--- src/rtl/keypad_pkg.sv ---
// keypad_pkg: shared types and constants for the 4x4 keypad scanner.
//   IDX_W       width of a key index / legend code
//   NUM_KEYS    number of keys in the matrix
//   kp_state_e  accept FSM state (idle / key held)
//   kp_legend() maps a row-major key index to its printed hex legend
package keypad_pkg;

    localparam int unsigned IDX_W    = 4;
    localparam int unsigned NUM_KEYS = 16;

    typedef enum logic [0:0] {
        StIdle,
        StHeld
    } kp_state_e;

    // Row-major legend: 1 2 3 A / 4 5 6 B / 7 8 9 C / 0 F E D
    function automatic logic [IDX_W-1:0] kp_legend(input logic [IDX_W-1:0] idx);
        logic [IDX_W-1:0] code;
        code = '0;
        unique case (idx)
            4'd0:  code = 4'h1;
            4'd1:  code = 4'h2;
            4'd2:  code = 4'h3;
            4'd3:  code = 4'hA;
            4'd4:  code = 4'h4;
            4'd5:  code = 4'h5;
            4'd6:  code = 4'h6;
            4'd7:  code = 4'hB;
            4'd8:  code = 4'h7;
            4'd9:  code = 4'h8;
            4'd10: code = 4'h9;
            4'd11: code = 4'hC;
            4'd12: code = 4'h0;
            4'd13: code = 4'hF;
            4'd14: code = 4'hE;
            4'd15: code = 4'hD;
        endcase
        return code;
    endfunction

endpackage

--- src/rtl/keypad_debounce.sv ---
// keypad_debounce: whole-scan debouncer for the keypad scanner.
// Ports:
//   clk            system clock
//   rst_l          synchronous active-high reset
//   scan_end       one-cycle strobe marking the end of a full scan
//   res_pressed    any key seen during the scan just completed
//   res_idx        lowest pressed key index of that scan
//   stable         pulse: result has now repeated DEBOUNCE_SCANS times
//   stable_pressed / stable_idx   the result qualified by stable
module keypad_debounce
    import keypad_pkg::*;
#(
    parameter int unsigned DEBOUNCE_SCANS = 4
) (
    input  logic             clk,
    input  logic             rst_l,
    input  logic             scan_end,
    input  logic             res_pressed,
    input  logic [IDX_W-1:0] res_idx,
    output logic             stable,
    output logic             stable_pressed,
    output logic [IDX_W-1:0] stable_idx
);

    localparam int unsigned CntW = $clog2(DEBOUNCE_SCANS + 1);

    logic [IDX_W:0]  result;
    logic [IDX_W:0]  prev_q;
    logic [CntW-1:0] cnt_q;
    logic [CntW-1:0] cnt_d;

    assign result = {res_pressed, res_idx};

    // Saturating run-length count of identical scan results.
    always_comb begin
        cnt_d = cnt_q;
        if (result == prev_q) begin
            if (cnt_q != CntW'(DEBOUNCE_SCANS)) begin
                cnt_d = cnt_q + CntW'(1);
            end
        end else begin
            cnt_d = CntW'(1);
        end
    end

    always_ff @(posedge clk) begin
        if (rst_l) begin
            prev_q <= '0;
            cnt_q  <= '0;
        end else if (scan_end) begin
            prev_q <= result;
            cnt_q  <= cnt_d;
        end
    end

    assign stable         = scan_end && (cnt_d == CntW'(DEBOUNCE_SCANS));
    assign stable_pressed = res_pressed;
    assign stable_idx     = res_idx;

endmodule

--- src/rtl/keypad_scan_4x4.sv ---
// keypad_scan_4x4: column-multiplexed 4x4 matrix keypad scanner.
// Ports:
//   clk        system clock, all logic on rising edge
//   rst_l      synchronous active-high reset
//   row_in     keypad rows, active-low, asynchronous to clk
//   col_out    column drive, active-low one-hot, registered
//   key_code   legend of the last accepted press, held until the next one
//   key_valid  one-cycle pulse when a new press is accepted
//   key_down   high while the accepted key stays stably pressed
module keypad_scan_4x4
    import keypad_pkg::*;
#(
    parameter int unsigned SCAN_DIV       = 25000,
    parameter int unsigned DEBOUNCE_SCANS = 4
) (
    input  logic             clk,
    input  logic             rst_l,
    input  logic [3:0]       row_in,
    output logic [3:0]       col_out,
    output logic [IDX_W-1:0] key_code,
    output logic             key_valid,
    output logic             key_down
);

    localparam int unsigned DivW = $clog2(SCAN_DIV);

    logic [DivW-1:0]     div_cnt_q;
    logic [1:0]          col_q;
    logic [3:0]          row_meta_q;
    logic [3:0]          row_sync_q;
    logic [NUM_KEYS-1:0] snap_q;
    logic [NUM_KEYS-1:0] snap_d;
    logic                sample;
    logic                scan_end;
    logic                res_pressed;
    logic [IDX_W-1:0]    res_idx;
    logic                stable;
    logic                stable_pressed;
    logic [IDX_W-1:0]    stable_idx;
    kp_state_e           state_q;

    // Sample on the last dwell cycle so the rows have settled through the synchronizer.
    assign sample   = (div_cnt_q == DivW'(SCAN_DIV - 1));
    assign scan_end = sample && (col_q == 2'd3);

    always_ff @(posedge clk) begin
        if (rst_l) begin
            div_cnt_q  <= '0;
            col_q      <= 2'd0;
            col_out    <= 4'b1110;
            row_meta_q <= 4'hF;
            row_sync_q <= 4'hF;
            snap_q     <= '0;
        end else begin
            row_meta_q <= row_in;
            row_sync_q <= row_meta_q;
            snap_q     <= snap_d;
            if (sample) begin
                div_cnt_q <= '0;
                col_q     <= col_q + 2'd1;
                col_out   <= ~(4'b0001 << (col_q + 2'd1));
            end else begin
                div_cnt_q <= div_cnt_q + DivW'(1);
            end
        end
    end

    // Snapshot bit {row, col} set when that row reads low while col is driven.
    always_comb begin
        snap_d = snap_q;
        if (sample) begin
            for (int r = 0; r < 4; r++) begin
                snap_d[{2'(r), col_q}] = ~row_sync_q[r];
            end
        end
    end

    // The scan-end result includes the column 3 bits sampled in this same cycle.
    assign res_pressed = |snap_d;

    always_comb begin
        res_idx = '0;
        for (int i = NUM_KEYS - 1; i >= 0; i--) begin
            if (snap_d[i]) begin
                res_idx = IDX_W'(i);
            end
        end
    end

    keypad_debounce #(
        .DEBOUNCE_SCANS(DEBOUNCE_SCANS)
    ) u_debounce (
        .clk           (clk),
        .rst_l         (rst_l),
        .scan_end      (scan_end),
        .res_pressed   (res_pressed),
        .res_idx       (res_idx),
        .stable        (stable),
        .stable_pressed(stable_pressed),
        .stable_idx    (stable_idx)
    );

    // Accept FSM; a different key becoming stable while held is ignored.
    always_ff @(posedge clk) begin
        if (rst_l) begin
            state_q   <= StIdle;
            key_code  <= '0;
            key_valid <= 1'b0;
            key_down  <= 1'b0;
        end else begin
            key_valid <= 1'b0;
            unique case (state_q)
                StIdle: begin
                    if (stable && stable_pressed) begin
                        state_q   <= StHeld;
                        key_code  <= kp_legend(stable_idx);
                        key_valid <= 1'b1;
                        key_down  <= 1'b1;
                    end
                end
                StHeld: begin
                    if (stable && !stable_pressed) begin
                        state_q  <= StIdle;
                        key_down <= 1'b0;
                    end
                end
                default: state_q <= StIdle;
            endcase
        end
    end

endmodule

--- config.mk ---
export PLATFORM = sky130hd
export DESIGN_NAME = keypad_scan_4x4
export DESIGN_NICKNAME = d
export VERILOG_FILES = /design/src/rtl/keypad_pkg.sv /design/src/rtl/keypad_debounce.sv /design/src/rtl/keypad_scan_4x4.sv
export SDC_FILE = /design/constraint.sdc
export NUM_CORES = 1
export LEC_CHECK = 0
export CAP_MARGIN = 25
export CELL_PAD_IN_SITES_DETAIL_PLACEMENT = 1
export CELL_PAD_IN_SITES_GLOBAL_PLACEMENT = 1
export CORE_MARGIN = 3
export CORE_UTILIZATION = 35
export DETAILED_ROUTE_END_ITERATION = 12
export PLACE_DENSITY_LB_ADDON = 0.2
export SLEW_MARGIN = 0
export SYNTH_ARGS = -nofsm -noshare
export SYNTH_HDL_FRONTEND = slang
export SYNTH_SLANG_ARGS = --single-unit
--- constraint.sdc ---
create_clock -name clk -period 4.8 [get_ports clk]
set_input_delay 0.96 -clock clk [delete_from_list [all_inputs] [get_ports clk]]
set_output_delay 0.96 -clock clk [all_outputs]
set_load 0.1 [all_outputs]
* After elaboration in Yosys (flattened, before gate mapping)
Memory sizes are Yosys's and may differ from the RTL's. A register that Yosys moved wholly into a read port is not among the register bits. Cells that the tools add are included.
Word-level totals: flip-flop bits (word level) 56, memory bits (read-only) 64, input bits 6, logic and storage cells 88, memories 1
Memory list:
- (no name shown) | depth 16, width 4, read ports 1, clocked after memory_dff 1, wr ports 0, line keypad_pkg.sv:20 | unique case (idx)
Cells by class: add/sub/neg operators 3, magnitude comparators 8, eq/ne operators 7, shift operators 1, mux-type cells 37, bitwise logic cells 6, reductions and logical operators 14
Operator list (count):
- 16-bit bitwise mux | 4
- 4-bit two-way mux | 16
- 16-bit two-way mux | 1
- 16-bit OR reduction | 1
- 15-bit by 1-bit adder with 15-bit output (second input constant) | 1
- 15-bit == test (second input constant) | 1
- 4-bit by 5-bit < comparator with 1-bit output (second input constant) | 2
- 1-bit demux with 2-bit select | 4
- 4-bit by 1-bit >= comparator with 1-bit output (second input constant) | 2
- 1-bit logical AND | 8
- 1-bit two-way mux | 8
- 3-bit two-way mux | 2
- 5-bit == test | 1
- 2-bit by 5-bit < comparator with 1-bit output (second input constant) | 1
- 3-bit by 5-bit < comparator with 1-bit output (second input constant) | 1
- 1-bit inverter | 5
- 4-bit inverter | 1
- 1-bit one-hot mux with 2 select lines | 2
- 2-bit AND reduction | 2
- 2-bit OR reduction | 2
- 1-bit by 2-bit << shifter with 4-bit output (first input constant) | 1
- 3-bit by 1-bit adder with 3-bit output (second input constant) | 1
- 3-bit == test (second input constant) | 1
- 3-bit by 1-bit >= comparator with 1-bit output (second input constant) | 1
- 7 further kinds | 7

* Longest topological paths before layout
Gate-level depths: netlist of run 1.
depth in word-level cells 32, gate-level depth with buffers 17, depth with buffers taken out 16

* Modules after synthesis
A second synthesis of run 1 with hierarchy kept.
Second synthesis, totals: cell total of the unflattened synthesis 407, area total of the unflattened synthesis 3281.9 µm²
By module, submodules not included:
- keypad_scan_4x4 | instances 1, cells each 353, area each 2801.4 µm², sequential area each 1041.0 µm²
- keypad_debounce | instances 1, cells each 54, area each 480.5 µm², sequential area each 160.2 µm²

* Worst setup path after synthesis of run 1
No wires, ideal clock.
path kind reg-to-reg, from reg col_q[0], to reg key_code[1], setup time 0.128 ns, arrival time 3.266 ns, data required time 4.672 ns, path slack 1.407 ns, stages on the path, launching flop included 15, path buffers 0, clock period less this slack 3.393 ns, cells stage by stage dfxtp_1 > inv_1 > ha_1 > clkinv_1 > o21a_1 > a2111oi_0 > nor2_1 > o311ai_0 > nand3_1 > a21oi_1 > inv_1 > ha_1 > mux4_2 > mux2i_1 > nor2_1
Between the ends: cells in the longest elaborated chain, start to end 28, elaborated cells between the ends (all ways) 50
Ends and longest elaborated chain:
- start: declaration | line keypad_scan_4x4.sv:28 | logic [1:0] col_q;
- start signal: assignment | line keypad_scan_4x4.sv:60 | col_q <= col_q + 2'd1;
- 4-bit by 5-bit < comparator with 1-bit output (implied by the code) or 4-bit by 1-bit >= comparator with 1-bit output (tied branches) | line keypad_scan_4x4.sv:73 | snap_d[{2'(r), col_q}] = ~row_sync_q[r];
- 1-bit logical AND (implied by the code) | line keypad_scan_4x4.sv:73
- 1-bit two-way mux (implied by the code) | line keypad_scan_4x4.sv:73
- 1-bit demux with 2-bit select | line keypad_scan_4x4.sv:73
- 16-bit bitwise mux * | line keypad_scan_4x4.sv:73
- 16-bit two-way mux * | line keypad_scan_4x4.sv:71 | if (sample) begin
- 4-bit two-way mux (15 in series) | line keypad_scan_4x4.sv:84 | if (snap_d[i]) begin
- 4-bit two-way mux * | line keypad_scan_4x4.sv:84
- named net res_idx[1] | line keypad_scan_4x4.sv:36 | logic [IDX_W-1:0] res_idx;
- 5-bit == test | line keypad_debounce.sv:37 | if (result == prev_q) begin
- 3-bit two-way mux | line keypad_debounce.sv:37
- 3-bit == test | line keypad_debounce.sv:56 | assign stable = scan_end && (cnt_d == CntW'(DEBOUNCE_SCANS));
- 1-bit logical AND | line keypad_debounce.sv:56
- 1-bit logical AND | line keypad_scan_4x4.sv:114 | if (stable && stable_pressed) begin
- 2-bit AND reduction (no source line)
- end: declaration | line keypad_scan_4x4.sv:20 | output logic [IDX_W-1:0] key_code,
The timed path passes the listed nets; every way through them passes the cells marked *. A chain may end at the register's enable or synchronous reset.

* Worst setup path in the final report of run 1
Same ends and word-level chain as after synthesis.

==> results.cfg, run 1 <==
[synthesis]
ys_top_cells_by_count = nor2_1, dfxtp_1, nand2_1, a21oi_1, o21ai_0
syn_nets = 458
synth_cell_types = 72
synth-edff-count = 0
ys_seq_elements = 60
synth_top_area_cell = dfxtp_1
ys.flop_type = dfxtp_1
syn_inst = 441
post-synth-top-count-cell = nor2_1
yosysTopAreaCellShare_pct = 34.5
yosysSeqAreaShare_pct = 34.5
synth_warnings = 0
netlist_area_mm2 = 0.00348
avgSynthCellArea_um2 = 7.90
ys_async_sr_fraction_pct = 0
ys_top_cells_by_area = dfxtp_1, nor2_1, a21oi_1, ha_1, nand2_1

[power]
sw_frac_of_total_pct = 24.8
ir_drop_uv = 190
power.leakage_nw = 1.45
p_per_area_mw_per_mm2 = 255
p_switching_uw = 246
intPower_uw = 746
clkPwrFrac_pct = 44.7
p_seq_share_pct = 51.5
power_frac_comb_pct = 3.7
p_total_uw = 992

[timing]
final_hold_viol_count = 0
skew_ns = 0.0140
drv_slew = 0
setup-tns-final_ns = 0
rsz0062_at_grt = false
setup_ws_ns = 0.759
slew_headroom_pct = 35.1
holdWs_ns = 0.410
worst_pin_slew_ns = 0.970
finalCritPeriodShare_pct = 84.2
fmax_mhz = 247
fin_crit_ns = 4.04
setup_viol = 0

[cells_and_area]
nFillCells = 1194
final_util_pct = 41.2
diodes = 0
syn_to_final_growth_pct = 11.7
instances_no_fill = 586
drive_above_1_share_pct = 9.63
finish.instance_area_mm2 = 0.00389
final_net_count = 469

[clocking]
path_clk_slew_ns = 0.08
clk_latency_ns = 0.35
postCtsHoldBufs = 0
clockBufferDepth = 2
cts_buffers = 9
cts_resized = 0
clock_sinks = 60
cts_tree = done
post_cts_buffers = 0
htreeDepth = 3
cts_root_buf = clkbuf_8

[global_routing]
overflow = 0
grt_antenna_before_repair = 0
grt_pass1_wl_um = 16600
grt_max_degree = 52
grt_pass1_vias = 3185
track_usage_pct = 18.4

[place]
dpl.cell_count = 570
place_congestion = 0.883
hpwl_um = 6860
port_buffers = 15
dp_slack_ns = 0.779
placed_area_mm2 = 0.00370

[drt]
via_per_inst = 5.42
drt_iter0_drc = 171
drtAntennaViolNets = 0
wl_per_cell_um = 16.5
drt_wl_total_um = 9680
firstDrtPassIters = 4
drc = 0
dr_total_vias = 3178

[die]
die_width_um = 106
std_cell_rows = 35
dieArea_mm2 = 0.0112
start_util_pct = 36.8
ios = 16
die_y_um = 106
core_area_mm2 = 0.00946

[setup_path]
required_ns = 5.01
cp_data_arrival_time_ns = 4.25
crit_path_end_kind = register
critical_path.max_fanout = 13
worstSetupStartpointType = register
critical_path_class = register to register

[hold_path]
min_path_type = register to register

[status]
status = finished clean

[job]
max_cap_viol_count = 0
[cells by family after synthesis]
kind of cell    share of synthesized area (%)
simple gates                             30.4
compound gates                           19.5
flops                                    34.5
buf+inv                                  5.53
xor+xnor                                 3.77
fa+ha+maj                                3.95
mux                                      2.37
[final cells by class]
class / instances / area, um2 / area share (%)
Clock inverter: 3 / 20.0 / 0.514
Timing Repair Buffer: 18 / 168 / 4.31
Clock buffer: 13 / 169 / 4.34
Inverter: 22 / 82.6 / 2.12
Sequential cell: 60 / 1200 / 30.9
Multi-Input combinational cell: 341 / 2090 / 53.7
Tap cell: 129 / 161 / 4.15
[flip-flops by register name, summed over array words and instances, names as in the netlist, named ones only]
| name | cells |
|---|---|
| col_q | 2 |
| u_debounce.cnt_q | 3 |
| key_code | 4 |
| row_sync_q | 4 |
| div_cnt_q | 15 |
| col_out | 4 |
| row_meta_q | 4 |
| u_debounce.prev_q | 5 |
| snap_q | 16 |
| key_valid | 1 |
| key_down | 1 |
[power by group through the flow]
stage,Clock [mW],Sequential (mW),Combinational [mW]
detailed placement,0,0.522,0.0377
CTS,0.456,0.511,0.0378
global placement,0,0.522,0.0373
floorplan,0,0.530,0.0172
global route,0.478,0.512,0.0410
finish,0.444,0.511,0.0372
[cell usage in the layout, fill, tap and decap left out, types with 6 or more instances in the layout]
cell type / count
or2_2: 9
clkdlybuf4s50_1: 14
clkbuf_8: 12
xnor2_1: 6
a21oi_1: 34
nand2_1: 36
dfxtp_1: 60
nor2b_1: 6
a211oi_1: 8
mux2i_1: 6
o21ai_0: 21
nand2b_1: 8
inv_1: 20
or3_1: 6
xor2_1: 9
nand3_1: 15
nor3_1: 10
and3_1: 8
ha_1: 11
nor2_1: 67
[worst max-delay path: stages, from the launching register on]
cell and delay (ns):
dfxtp_1 0.42, ha_1 0.52, inv_1 0.24, o21a_1 0.16, a2111oi_0 0.53, nor2_1 0.07, o311ai_0 0.35, nand3_1 0.23
a21oi_1 0.32, inv_1 0.12, ha_1 0.30, mux4_2 0.46, mux2i_1 0.14, nor2_1 0.05
[per-layer routing]
metal / vias to the layer above / global-route usage [%] / wire [um]
li1: 1572 / - / -
met1: 1539 / 26.4 / 5010
met2: 56 / 27.6 / 4050
met3: 11 / 4.41 / 496
met4: 0 / 4.81 / 115
met5: - / 0 / 0
[path summary, 6_finish.rpt]
path / depth (start not counted) / from / endpoint / slack [ns]
max: 13 / col_q[0] / key_code[1] / 0.76
min reg2reg: 1 / row_meta_q[0] / row_sync_q[0] / 0.41
max reg2reg: 13 / col_q[0] / key_code[1] / 0.76
min: 1 / row_meta_q[0] / row_sync_q[0] / 0.41
No activity file was read; power rests on OpenSTA's default activity.
==> inputs of run 2 (changes only) <==
==> constraint.sdc (replaced) <==
create_clock -name clk -period 3.95 [get_ports clk]
set_input_delay 0.79 -clock clk [delete_from_list [all_inputs] [get_ports clk]]
set_output_delay 0.79 -clock clk [all_outputs]
set_load 0.1 [all_outputs]
==> results.cfg, run 2 (same netlist as run 1, synthesis figures left out) <==
[timing]
skew_ns = 0.0156
slew_headroom_pct = 34.9
setup_viol = 0
setup-tns-final_ns = 0
rsz0062_at_grt = false
holdWs_ns = 0.413
worst_pin_slew_ns = 0.974
fin_crit_ns = 3.63
final_hold_viol_count = 0
fmax_mhz = 276
drv_slew = 0
finalCritPeriodShare_pct = 91.8
setup_ws_ns = 0.324

[global_routing]
overflow = 0
grt_pass1_wl_um = 16900
track_usage_pct = 18.8
grt_max_degree = 52
grt_pass1_vias = 3288
grt_antenna_before_repair = 0

[hold_path]
min_from = row_meta_q[0]
holdPathStages = 1
min_path_type = register to register
whs_endpoint = row_sync_q[0]

[setup_path]
cp_num_buf_inv = 2
slowest_stage = mux4_2
critical-path-top-delay-family = simple AND/OR/NAND/NOR gates
slowest_delay_ns = 0.46
worstSetupStartpointType = register
r2r_slack_ns = 0.32
path_cells = ha_1 > and3_1 > and4_2 > buf_4 > nand2_2 > or3_1 > a21oi_1 > a211o_1 > nand2_1 > inv_1 > ha_1 > mux4_2 > mux2i_1 > nor2_1
reg2regPathDepth = 14
r2r_end = key_code[1]
rr_startpoint = div_cnt_q[0]
required_ns = 4.15
cp_data_arrival_time_ns = 3.83
critical_path.max_fanout = 10
crit_path_end_kind = register
cp_common_cell = ha_1
crit_cells = 14
critical_path_class = register to register

[power]
ir_drop_uv = 157
power.leakage_nw = 1.52
p_total_mw = 1.23
p_per_area_mw_per_mm2 = 305

[cells_and_area]
drive_above_1_share_pct = 13.2
largest_reg_flops = 16
layout_common_cells = nor2_1, dfxtp_1, nand2_1
layout_commonest_cell = nor2_1
syn_to_final_growth_pct = 15.1
diodes = 0
reg_top3 = snap_q x16, div_cnt_q x15, u_debounce.prev_q x5
top_register = snap_q
final_net_count = 484

[drt]
drc = 0
drt_wl_total_um = 10000
firstDrtPassIters = 4
wl_per_cell_um = 16.7
via_per_inst = 5.45
dr_total_vias = 3270
drt_iter0_drc = 117
drtAntennaViolNets = 0

[clocking]
cts_buffers = 9
htreeDepth = 3
cts_tree = done
clk_latency_ns = 0.36
clockBufferDepth = 2
path_clk_slew_ns = 0.08
cts_root_buf = clkbuf_8
clock_sinks = 60

[die]
die_y_um = 106
dieArea_mm2 = 0.0112
ios = 16
std_cell_rows = 35
core_area_mm2 = 0.00946
die_width_um = 106
start_util_pct = 36.8

[status]
status = finished clean

[place]
place_congestion = 0.924
dp_slack_ns = 0.152
hpwl_um = 7200
port_buffers = 15

[job]
max_cap_viol_count = 0
==> run 2: worst register-to-register path, delay by kind of cell (launching register included) <==
family	cells	cell delay (ns)
DFF	1	0.36
and+or+nand+nor	6	1.29
adders and majority gates	2	0.51
buffers and inverters	2	0.28
muxes	2	0.60
AOI/OAI and AO/OA	2	0.43
==> run 2: area by class of cell <==
cell class	count	area (um2)
Sequential cell	60	1200
Inverter	22	82.6
Timing Repair Buffer	33	280
Clock buffer	9	124
Fill cell	1187	5450
Tap cell	129	161
Multi-Input combinational cell	341	2100
Clock inverter	6	66.3
==> run 2: report_power, final <==
part	internal, mW	total (mW)	leakage (nW)	switching (mW)
Sequential	0.613	0.620	0.486	0.00760
Clock	0.287	0.560	0.0873	0.272
Combinational	0.0151	0.0451	0.944	0.0300
==> run 2: how the worst max path moves through the flow <==
stage	start	end	slack, ns
after floorplan	col_q[0]	key_code[1]	0.56
after global placement	div_cnt_q[0]	key_code[1]	0.32
after detailed placement	col_q[0]	key_code[1]	0.15
after CTS	col_q[0]	key_code[1]	0.14
after global routing	div_cnt_q[0]	key_code[1]	0.02
final	div_cnt_q[0]	key_code[1]	0.32
==> run 2: repair_timing <==
item	in CTS	in global routing
setup endpoints to repair	0	1
buffers inserted	0	1
gates resized for setup	0	3
hold buffers	0	0
hold endpoints to repair	0	0
==> run 2: layer usage <==
layer	global-route usage, %	share of wire (%)	wire length, um
met5	0	0	0
met4	6.57	1.9	194
met2	29.5	45	4480
met3	3.00	4.4	438
met1	26.2	49	4880
==> run 2: through the flow <==
step           utilization, %  cells  area (um2)
3_5_place_dp             40.3    584        3810
5_1_grt                  42.4    600        4010
4_1_cts                  42.3    599        4000
3_3_place_gp             40.3    584        3810
6_report                 42.4    600        4010
2_1_floorplan               -    441        3480
